File: src/rtl/multicycle_control_unit.sv
// multicycle_control_unit
// FSM control for the multi-cycle RV32I core. Each instruction goes through
// FETCH -> DECODE -> EXEC -> (MEM) -> (WB), and memory uses a req/ready handshake.
// The decoded datapath controls are latched when the FSM leaves DECODE. They then
// stay stable until the instruction retires. A memory phase that waits MEM_TIMEOUT
// cycles without mem_ready enters a sticky TRAP state, which only rst can clear.
//
// Build option:
//   ILLEGAL_TRAP_EN - when defined, an unrecognised opcode traps with trap_cause=10.
//                     When undefined, it retires as a NOP (no register write).
//
// Parameters:
//   MEM_TIMEOUT - max cycles spent waiting for mem_ready in FETCH or MEM (0 = no limit)
//
// Ports:
//   clk, rst              - clock, asynchronous active-high reset
//   opcode/funct3/funct7  - instruction register fields, sampled in DECODE
//   mem_ready             - memory completes the current request this cycle
//   branch_taken          - ALU branch comparison result, valid in EXEC
//   mem_req/mem_we        - memory request / store
//   mem_is_fetch          - address mux select (1 = PC, 0 = ALU result)
//   ir_write, pc_write    - instruction register / PC write strobes
//   pc_src                - 00 PC+4, 01 PC+imm, 10 (rs1+imm)&~1
//   reg_write             - register file write enable
//   alu_src, alu_op       - ALU operand select and operation {sub/sra, funct3}
//   reg_write_src         - 00 ALU, 01 mem, 10 PC+4, 11 imm
//   state                 - current FSM state (debug)
//   instr_retired         - one-cycle pulse per completed instruction
//   trap, trap_cause      - sticky trap flag, 01 bus timeout, 10 illegal instruction
module multicycle_control_unit #(
  parameter int unsigned MEM_TIMEOUT = 16
) (
  input  logic       clk,
  input  logic       rst,
  input  logic [6:0] opcode,
  input  logic [2:0] funct3,
  input  logic [6:0] funct7,
  input  logic       mem_ready,
  input  logic       branch_taken,
  output logic       mem_req,
  output logic       mem_we,
  output logic       mem_is_fetch,
  output logic       ir_write,
  output logic       pc_write,
  output logic [1:0] pc_src,
  output logic       reg_write,
  output logic [1:0] alu_src,
  output logic [3:0] alu_op,
  output logic [1:0] reg_write_src,
  output logic [2:0] state,
  output logic       instr_retired,
  output logic       trap,
  output logic [1:0] trap_cause
);

  localparam int unsigned CNT_W = (MEM_TIMEOUT == 0) ? 1 : $clog2(MEM_TIMEOUT + 1);
  localparam logic [CNT_W-1:0] LastWait = CNT_W'(MEM_TIMEOUT - 1);

  typedef enum logic [2:0] {
    StFetch  = 3'd0,
    StDecode = 3'd1,
    StExec   = 3'd2,
    StMem    = 3'd3,
    StWb     = 3'd4,
    StTrap   = 3'd5
  } state_e;

  // Instruction class: selects the path through EXEC/MEM/WB.
  typedef enum logic [2:0] {
    ClsNop    = 3'd0,
    ClsAlu    = 3'd1,
    ClsBranch = 3'd2,
    ClsLoad   = 3'd3,
    ClsStore  = 3'd4,
    ClsJal    = 3'd5,
    ClsJalr   = 3'd6
  } cls_e;

  state_e           state_q, state_d;
  logic [CNT_W-1:0] cnt_q, cnt_d;
  logic             trap_q, trap_d;
  logic [1:0]       cause_q, cause_d;
  cls_e             cls_q, cls_d;
  logic [1:0]       alu_src_q, alu_src_d;
  logic [3:0]       alu_op_q, alu_op_d;
  logic [1:0]       rws_q, rws_d;

  cls_e       dec_cls;
  logic [1:0] dec_alu_src;
  logic [3:0] dec_alu_op;
  logic [1:0] dec_rws;

  logic mem_req_c, mem_we_c, ir_write_c, pc_write_c, reg_write_c, retired_c;
  logic timeout_hit;

  // Only funct7[5] distinguishes RV32I operations.
  logic unused_funct7;
  assign unused_funct7 = ^{funct7[6], funct7[4:0]};

  assign timeout_hit = (MEM_TIMEOUT != 0) && (cnt_q == LastWait);

  // Combinational decode of the instruction register. It is used only in DECODE.
  always_comb begin
    dec_cls     = ClsNop;
    dec_alu_src = 2'b00;
    dec_alu_op  = 4'b0000;
    dec_rws     = 2'b00;
    case (opcode)
      7'b0110011: begin
        dec_cls    = ClsAlu;
        dec_alu_op = {funct7[5], funct3};
      end
      7'b0010011: begin
        dec_cls     = ClsAlu;
        dec_alu_src = 2'b01;
        // Only SRLI/SRAI use funct7[5]. For other immediates those bits are imm data.
        dec_alu_op  = {(funct3 == 3'b101) & funct7[5], funct3};
      end
      7'b0000011: begin
        dec_cls     = ClsLoad;
        dec_alu_src = 2'b01;
        dec_rws     = 2'b01;
      end
      7'b0100011: begin
        dec_cls     = ClsStore;
        dec_alu_src = 2'b01;
      end
      7'b1100011: begin
        dec_cls    = ClsBranch;
        // BEQ/BNE subtract; BLT/BGE use SLT; BLTU/BGEU use SLTU.
        dec_alu_op = funct3[2] ? {3'b001, funct3[1]} : 4'b1000;
      end
      7'b1101111: begin
        dec_cls = ClsJal;
        dec_rws = 2'b10;
      end
      7'b1100111: begin
        dec_cls     = ClsJalr;
        dec_alu_src = 2'b01;
        dec_rws     = 2'b10;
      end
      7'b0110111: begin
        dec_cls = ClsAlu;
        dec_rws = 2'b11;
      end
      7'b0010111: begin
        dec_cls     = ClsAlu;
        dec_alu_src = 2'b10;
      end
      default: ;
    endcase
  end

  // Next-state logic and control outputs.
  always_comb begin
    state_d      = state_q;
    cnt_d        = '0;
    trap_d       = trap_q;
    cause_d      = cause_q;
    cls_d        = cls_q;
    alu_src_d    = alu_src_q;
    alu_op_d     = alu_op_q;
    rws_d        = rws_q;
    mem_req_c    = 1'b0;
    mem_we_c     = 1'b0;
    mem_is_fetch = 1'b0;
    ir_write_c   = 1'b0;
    pc_write_c   = 1'b0;
    pc_src       = 2'b00;
    reg_write_c  = 1'b0;
    retired_c    = 1'b0;

    case (state_q)
      StFetch: begin
        mem_req_c    = 1'b1;
        mem_is_fetch = 1'b1;
        if (mem_ready) begin
          ir_write_c = 1'b1;
          state_d    = StDecode;
        end else if (timeout_hit) begin
          state_d = StTrap;
          trap_d  = 1'b1;
          cause_d = 2'b01;
        end else begin
          cnt_d = cnt_q + CNT_W'(1);
        end
      end
      StDecode: begin
        cls_d     = dec_cls;
        alu_src_d = dec_alu_src;
        alu_op_d  = dec_alu_op;
        rws_d     = dec_rws;
`ifdef ILLEGAL_TRAP_EN
        if (dec_cls == ClsNop) begin
          state_d = StTrap;
          trap_d  = 1'b1;
          cause_d = 2'b10;
        end else begin
          state_d = StExec;
        end
`else
        state_d = StExec;
`endif
      end
      StExec: begin
        case (cls_q)
          ClsBranch: begin
            pc_write_c = 1'b1;
            pc_src     = {1'b0, branch_taken};
            retired_c  = 1'b1;
            state_d    = StFetch;
          end
          ClsLoad, ClsStore: state_d = StMem;
          default:           state_d = StWb;
        endcase
      end
      StMem: begin
        mem_req_c = 1'b1;
        mem_we_c  = (cls_q == ClsStore);
        if (mem_ready) begin
          if (cls_q == ClsStore) begin
            pc_write_c = 1'b1;
            retired_c  = 1'b1;
            state_d    = StFetch;
          end else begin
            state_d = StWb;
          end
        end else if (timeout_hit) begin
          state_d = StTrap;
          trap_d  = 1'b1;
          cause_d = 2'b01;
        end else begin
          cnt_d = cnt_q + CNT_W'(1);
        end
      end
      StWb: begin
        reg_write_c = (cls_q != ClsNop);
        pc_write_c  = 1'b1;
        retired_c   = 1'b1;
        if (cls_q == ClsJal) begin
          pc_src = 2'b01;
        end else if (cls_q == ClsJalr) begin
          pc_src = 2'b10;
        end
        state_d = StFetch;
      end
      StTrap: ;
      default: state_d = StFetch;
    endcase
  end

  always_ff @(posedge clk or posedge rst) begin
    if (rst) begin
      state_q   <= StFetch;
      cnt_q     <= '0;
      trap_q    <= 1'b0;
      cause_q   <= 2'b00;
      cls_q     <= ClsNop;
      alu_src_q <= 2'b00;
      alu_op_q  <= 4'b0000;
      rws_q     <= 2'b00;
    end else begin
      state_q   <= state_d;
      cnt_q     <= cnt_d;
      trap_q    <= trap_d;
      cause_q   <= cause_d;
      cls_q     <= cls_d;
      alu_src_q <= alu_src_d;
      alu_op_q  <= alu_op_d;
      rws_q     <= rws_d;
    end
  end

  // Strobes are forced low for as long as rst is high, not only from the next edge.
  assign mem_req       = mem_req_c & ~rst;
  assign mem_we        = mem_we_c & ~rst;
  assign ir_write      = ir_write_c & ~rst;
  assign pc_write      = pc_write_c & ~rst;
  assign reg_write     = reg_write_c & ~rst;
  assign instr_retired = retired_c & ~rst;

  assign state         = state_q;
  assign alu_src       = alu_src_q;
  assign alu_op        = alu_op_q;
  assign reg_write_src = rws_q;
  assign trap          = trap_q;
  assign trap_cause    = cause_q;

endmodule

File: config.mk
export PLATFORM = sky130hd
export DESIGN_NAME = multicycle_control_unit
export DESIGN_NICKNAME = d
export VERILOG_FILES = /design/src/rtl/multicycle_control_unit.sv
export SDC_FILE = /design/constraint.sdc
export NUM_CORES = 1
export LEC_CHECK = 0
export ABC_AREA = 1
export BUFFER_PORTS_ARGS = -buffer_cell sky130_fd_sc_hd__buf_2
export CORE_ASPECT_RATIO = 0.7
export CORE_MARGIN = 2
export CORE_UTILIZATION = 30
export CTS_BUF_LIST = sky130_fd_sc_hd__clkbuf_8
export CTS_CLUSTER_SIZE = 20
export DETAILED_ROUTE_END_ITERATION = 6
export GPL_TIMING_DRIVEN = 1
export PLACE_DENSITY = 0.59
export SLEW_MARGIN = 20
export SYNTH_ARGS = -nofsm -noshare
export SYNTH_HDL_FRONTEND = slang
export SYNTH_SLANG_ARGS = --single-unit
File: constraint.sdc
create_clock -name clk -period 1.8 [get_ports clk]
set_input_delay 0.18 -clock clk [delete_from_list [all_inputs] [get_ports clk]]
set_output_delay 0.18 -clock clk [all_outputs]
set_load 0.03 [all_outputs]
==> flow_summary.rst <==
.. list-table::
   :header-rows: 1

   * - Metric
     - Value
   * - Bufs on Longest Clock Path
     - 2
   * - Synthesized-area fraction occupied by xor and xnor cells
     - 0.724%
   * - Sequential fraction of the synthesis area
     - 41.4%
   * - Fmax achieved
     - 0.586 GHz
   * - Leakage power
     - 0.865 nW
   * - Launching element type of the critical path
     - flip-flop
   * - Synth Register Bits
     - 20
   * - Area used by sequential logic in the layout
     - 503 sq um
   * - Post-layout instance count excluding filler cells
     - 268
   * - Proportion of synthesized area in mux cells
     - 0%
   * - Buffers on Ports
     - 36
   * - Net Count, Synth
     - 198
   * - Slowest CP cell
     - sky130_fd_sc_hd__dfrtp_2
   * - Library cell with the largest summed area after synthesis
     - sky130_fd_sc_hd__dfrtp_1
   * - Share of layout cells above drive strength 1
     - 25.9%
   * - Source of the worst register-to-register timing path
     - state[1]$_DFFE_PP0P_
   * - Synth Area in Simple Gates
     - 37.6%
   * - Die outline height
     - 57.1 um
   * - Top post-synthesis cells by area
     - sky130_fd_sc_hd__dfrtp_1 (41%), sky130_fd_sc_hd__nand2_1 (15%), sky130_fd_sc_hd__inv_1 (9.6%)
   * - Sum of overflow across all layers after global routing
     - 0
   * - Final setup violation count
     - 0
   * - Ys async rst share
     - 100%
   * - Main combinational cell family by area after synthesis
     - simple AND/OR/NAND/NOR gates
   * - Clock edge transition at the registers on the reported setup and hold paths
     - 0.07 ns
   * - Length of routed wiring on met1
     - 1.43 mm
   * - Gate count after technology mapping
     - 176
   * - Area growth, synth to finish
     - 29.4%
   * - Initial Utilization
     - 31.0%
   * - Post-detailed-route via-to-cell ratio
     - 4.48
   * - Post-route clock period utilization
     - 94.8%
   * - N_diodes
     - 0
   * - Maximum clock skew at final layout
     - 0.00602 ns
   * - Aggregate routed wire length
     - 2.72 mm
   * - Filler Cells Inserted
     - 446
   * - PnR worst setup slack
     - 0.0933 ns
   * - Number of synthesized flops with an enable pin
     - 0
   * - TritonCTS buffer count
     - 3
   * - Fraction of the mapped netlist area in adder cells
     - 1.03%
   * - Count of yosys warnings during synthesis
     - 0
   * - Std-Cell Core Area
     - 3900 sq um
   * - Distinct cell type count after synthesis
     - 21
   * - Count of maximum capacitance violations
     - 0
   * - Yosys top cell area share
     - 41.4%
   * - Data arrival time at the worst-slack endpoint
     - 1.53 ns
   * - Maximum fanout encountered on the critical timing path
     - 6
   * - Met2 WL post-DR
     - 1.13 mm
   * - Post-layout net count
     - 239
   * - Compound-gate portion of the synthesized area
     - 6.83%
   * - Router iterations before antenna repair
     - 4
   * - Multi-input logic area
     - 608 sq um
   * - Min-Delay Path Class
     - input pin to flip-flop
   * - Std cell rows
     - 19
   * - Final ANT Viol Nets
     - 0
   * - Crit path from
     - state[2]$_DFFE_PP0P_
   * - Run status
     - complete, no violations
   * - Post-layout minimum cycle time
     - 1.71 ns
   * - Data required time of the critical path
     - 1.62 ns
   * - Fraction of the core area covered by cells at the end of the flow
     - 40.1%
   * - Power per standard cell area
     - 1270 nW/um^2
   * - Placed Instances
     - 262
   * - Pins over their slew limit
     - 0
   * - Placer Congestion
     - 0.841
   * - RSZ-0062 raised after global routing
     - false
   * - Die X
     - 79.9 um
   * - Latest clock arrival within the worst-skew pair
     - 0.25 ns
   * - Most instantiated cells after synthesis
     - sky130_fd_sc_hd__nand2_1 (47), sky130_fd_sc_hd__inv_1 (31), sky130_fd_sc_hd__nor2_1 (23), sky130_fd_sc_hd__nand3_1 (22), sky130_fd_sc_hd__dfrtp_1 (20)
   * - Register-to-Register Setup Slack
     - 0.32 ns
   * - Die Outline Area
     - 4570 sq um
   * - Pre-CTS setup slack
     - 0.277 ns
   * - Depth of the most critical reg-to-reg path
     - 5
   * - Cells along the critical path
     - inv_2, nand3_2, nor2_1, nand2_1, a31oi_4, clkbuf_4
   * - Fin. Hold Viols
     - 0
   * - Kind of capture point of the worst setup path
     - output pin
   * - Critical path class
     - flip-flop to output pin
   * - TritonCTS Sinks
     - 20
   * - Number of placed I/O pins
     - 44
   * - Top-count cell post-synth
     - sky130_fd_sc_hd__nand2_1
   * - Total number of H-tree levels
     - 1
   * - Critical Path End
     - pc_write
   * - CTS tree
     - yes
   * - Antenna violations before repair
     - 0
   * - Drt first-iter violations
     - 79
   * - Detailed-route via count
     - 1200
   * - Via count of the first global-routing pass
     - 1062
   * - Total length of routed met3 wires
     - 137 um
   * - Root buffer cell
     - sky130_fd_sc_hd__clkbuf_8
   * - Average routed wire per standard cell
     - 10.2 um
   * - Stage delay of the slowest cell on the critical path
     - 0.46 ns
   * - Total track usage
     - 12.8%
   * - Dpl hpwl
     - 2.25 mm
   * - Pin count of the biggest net entering global routing
     - 13
   * - Worst VDD drop
     - 0.000548 V
   * - First-pass GRT wire length
     - 4.60 mm
   * - Uppermost signal routing layer after detailed routing
     - met4
   * - Mapped Avg Cell Area
     - 6.87 sq um
   * - Capture point of the worst reg-to-reg path
     - reg_write_src[0]$_DFFE_PP0P_
   * - Top FF cell, synth
     - sky130_fd_sc_hd__dfrtp_1
   * - Residual DRC count
     - 0
   * - Post-Synthesis Cell Area
     - 1210 sq um
cells in the final DEF (no fill, tap or decap), drive strengths merged, types with 2 or more instances in the layout:
| cell | instances |
|---|---|
| a21oi | 3 |
| buf | 37 |
| clkbuf | 6 |
| dfrtp | 20 |
| inv | 31 |
| nand2 | 47 |
| nand3 | 23 |
| nand4 | 4 |
| nor2 | 23 |
| nor3 | 4 |
| o21ai | 6 |
| o31ai | 2 |
| or2 | 2 |
per-stage QoR:
step	power, mW	hold WS, ns	TNS, ns	cell area (sq um)
final	1.99	0.220	0	1570
after global routing	2.16	0.242	0	1570
after CTS	1.97	0.211	-0.0339	1540
after detailed placement	1.62	0.247	0	1470
after global placement	1.62	0.239	0	1470
after floorplan	1.39	0.144	0	1240
where the power goes:
| group | switching, mW | total (mW) | leakage (nW) | internal [mW] |
|---|---|---|---|---|
| Clock | 0.134 | 0.329 | 0.0288 | 0.194 |
| Combinational | 0.673 | 0.984 | 0.580 | 0.311 |
| Sequential | 0.116 | 0.682 | 0.257 | 0.566 |
critical path, delay by kind of cell, from the launching register on:
family                 cells  cell delay [ns]
AO/OA/AOI/OAI              1             0.14
buffers and inverters      2             0.32
flip-flops                 1             0.46
AND/OR/NAND/NOR            3             0.34
cells by family after synthesis:
kind of cell / count (synthesis)
buffers and inverters: 35
AOI/OAI and AO/OA: 14
other: 1
and+or+nand+nor: 104
DFF: 20
adders and majority gates: 1
xor gates and xnor gates: 1
flip-flops by register name (all words and copies together), names as in the netlist:
name / cells
alu_op: 4
alu_src: 2
cls_q: 3
cnt_q: 5
reg_write_src: 2
state: 3
trap: 1
worst min path at each step:
stage                          from               endpoint  depth (start not counted)
after detailed placement        rst   state[0]$_DFFE_PP0P_                          2
after global routing      mem_ready   state[0]$_DFFE_PP0P_                          3
after CTS                 funct3[2]  alu_op[2]$_DFFE_PP0P_                          3
after floorplan                 rst  alu_op[0]$_DFFE_PP0P_                          1
after global placement          rst   state[0]$_DFFE_PP0P_                          2
final                     funct3[2]  alu_op[2]$_DFFE_PP0P_                          3
layer usage:
layer / GRT usage (%) / vias to the layer above
met5: 0 / -
met4: 3.15 / 0
met3: 3.48 / 2
met2: 18.7 / 29
met1: 18.8 / 533
li1: - / 636
final cells by class:
cell class,count,share of cell area (%)
Multi-Input combinational cell,121,38.8
Tap cell,52,4.16
Timing Repair Buffer,40,13.9
Sequential cell,20,32.1
Clock buffer,4,3.52
Inverter,31,7.43
repair_timing:
item	CTS	global route
endpoints found under the hold margin	8	0
hold buffers	1	0
gates resized for setup	0	9
buffers inserted	0	1
endpoints found under the setup margin	2	5
pin swaps	0	1
Note: power is estimated with default switching activity, not from simulation.
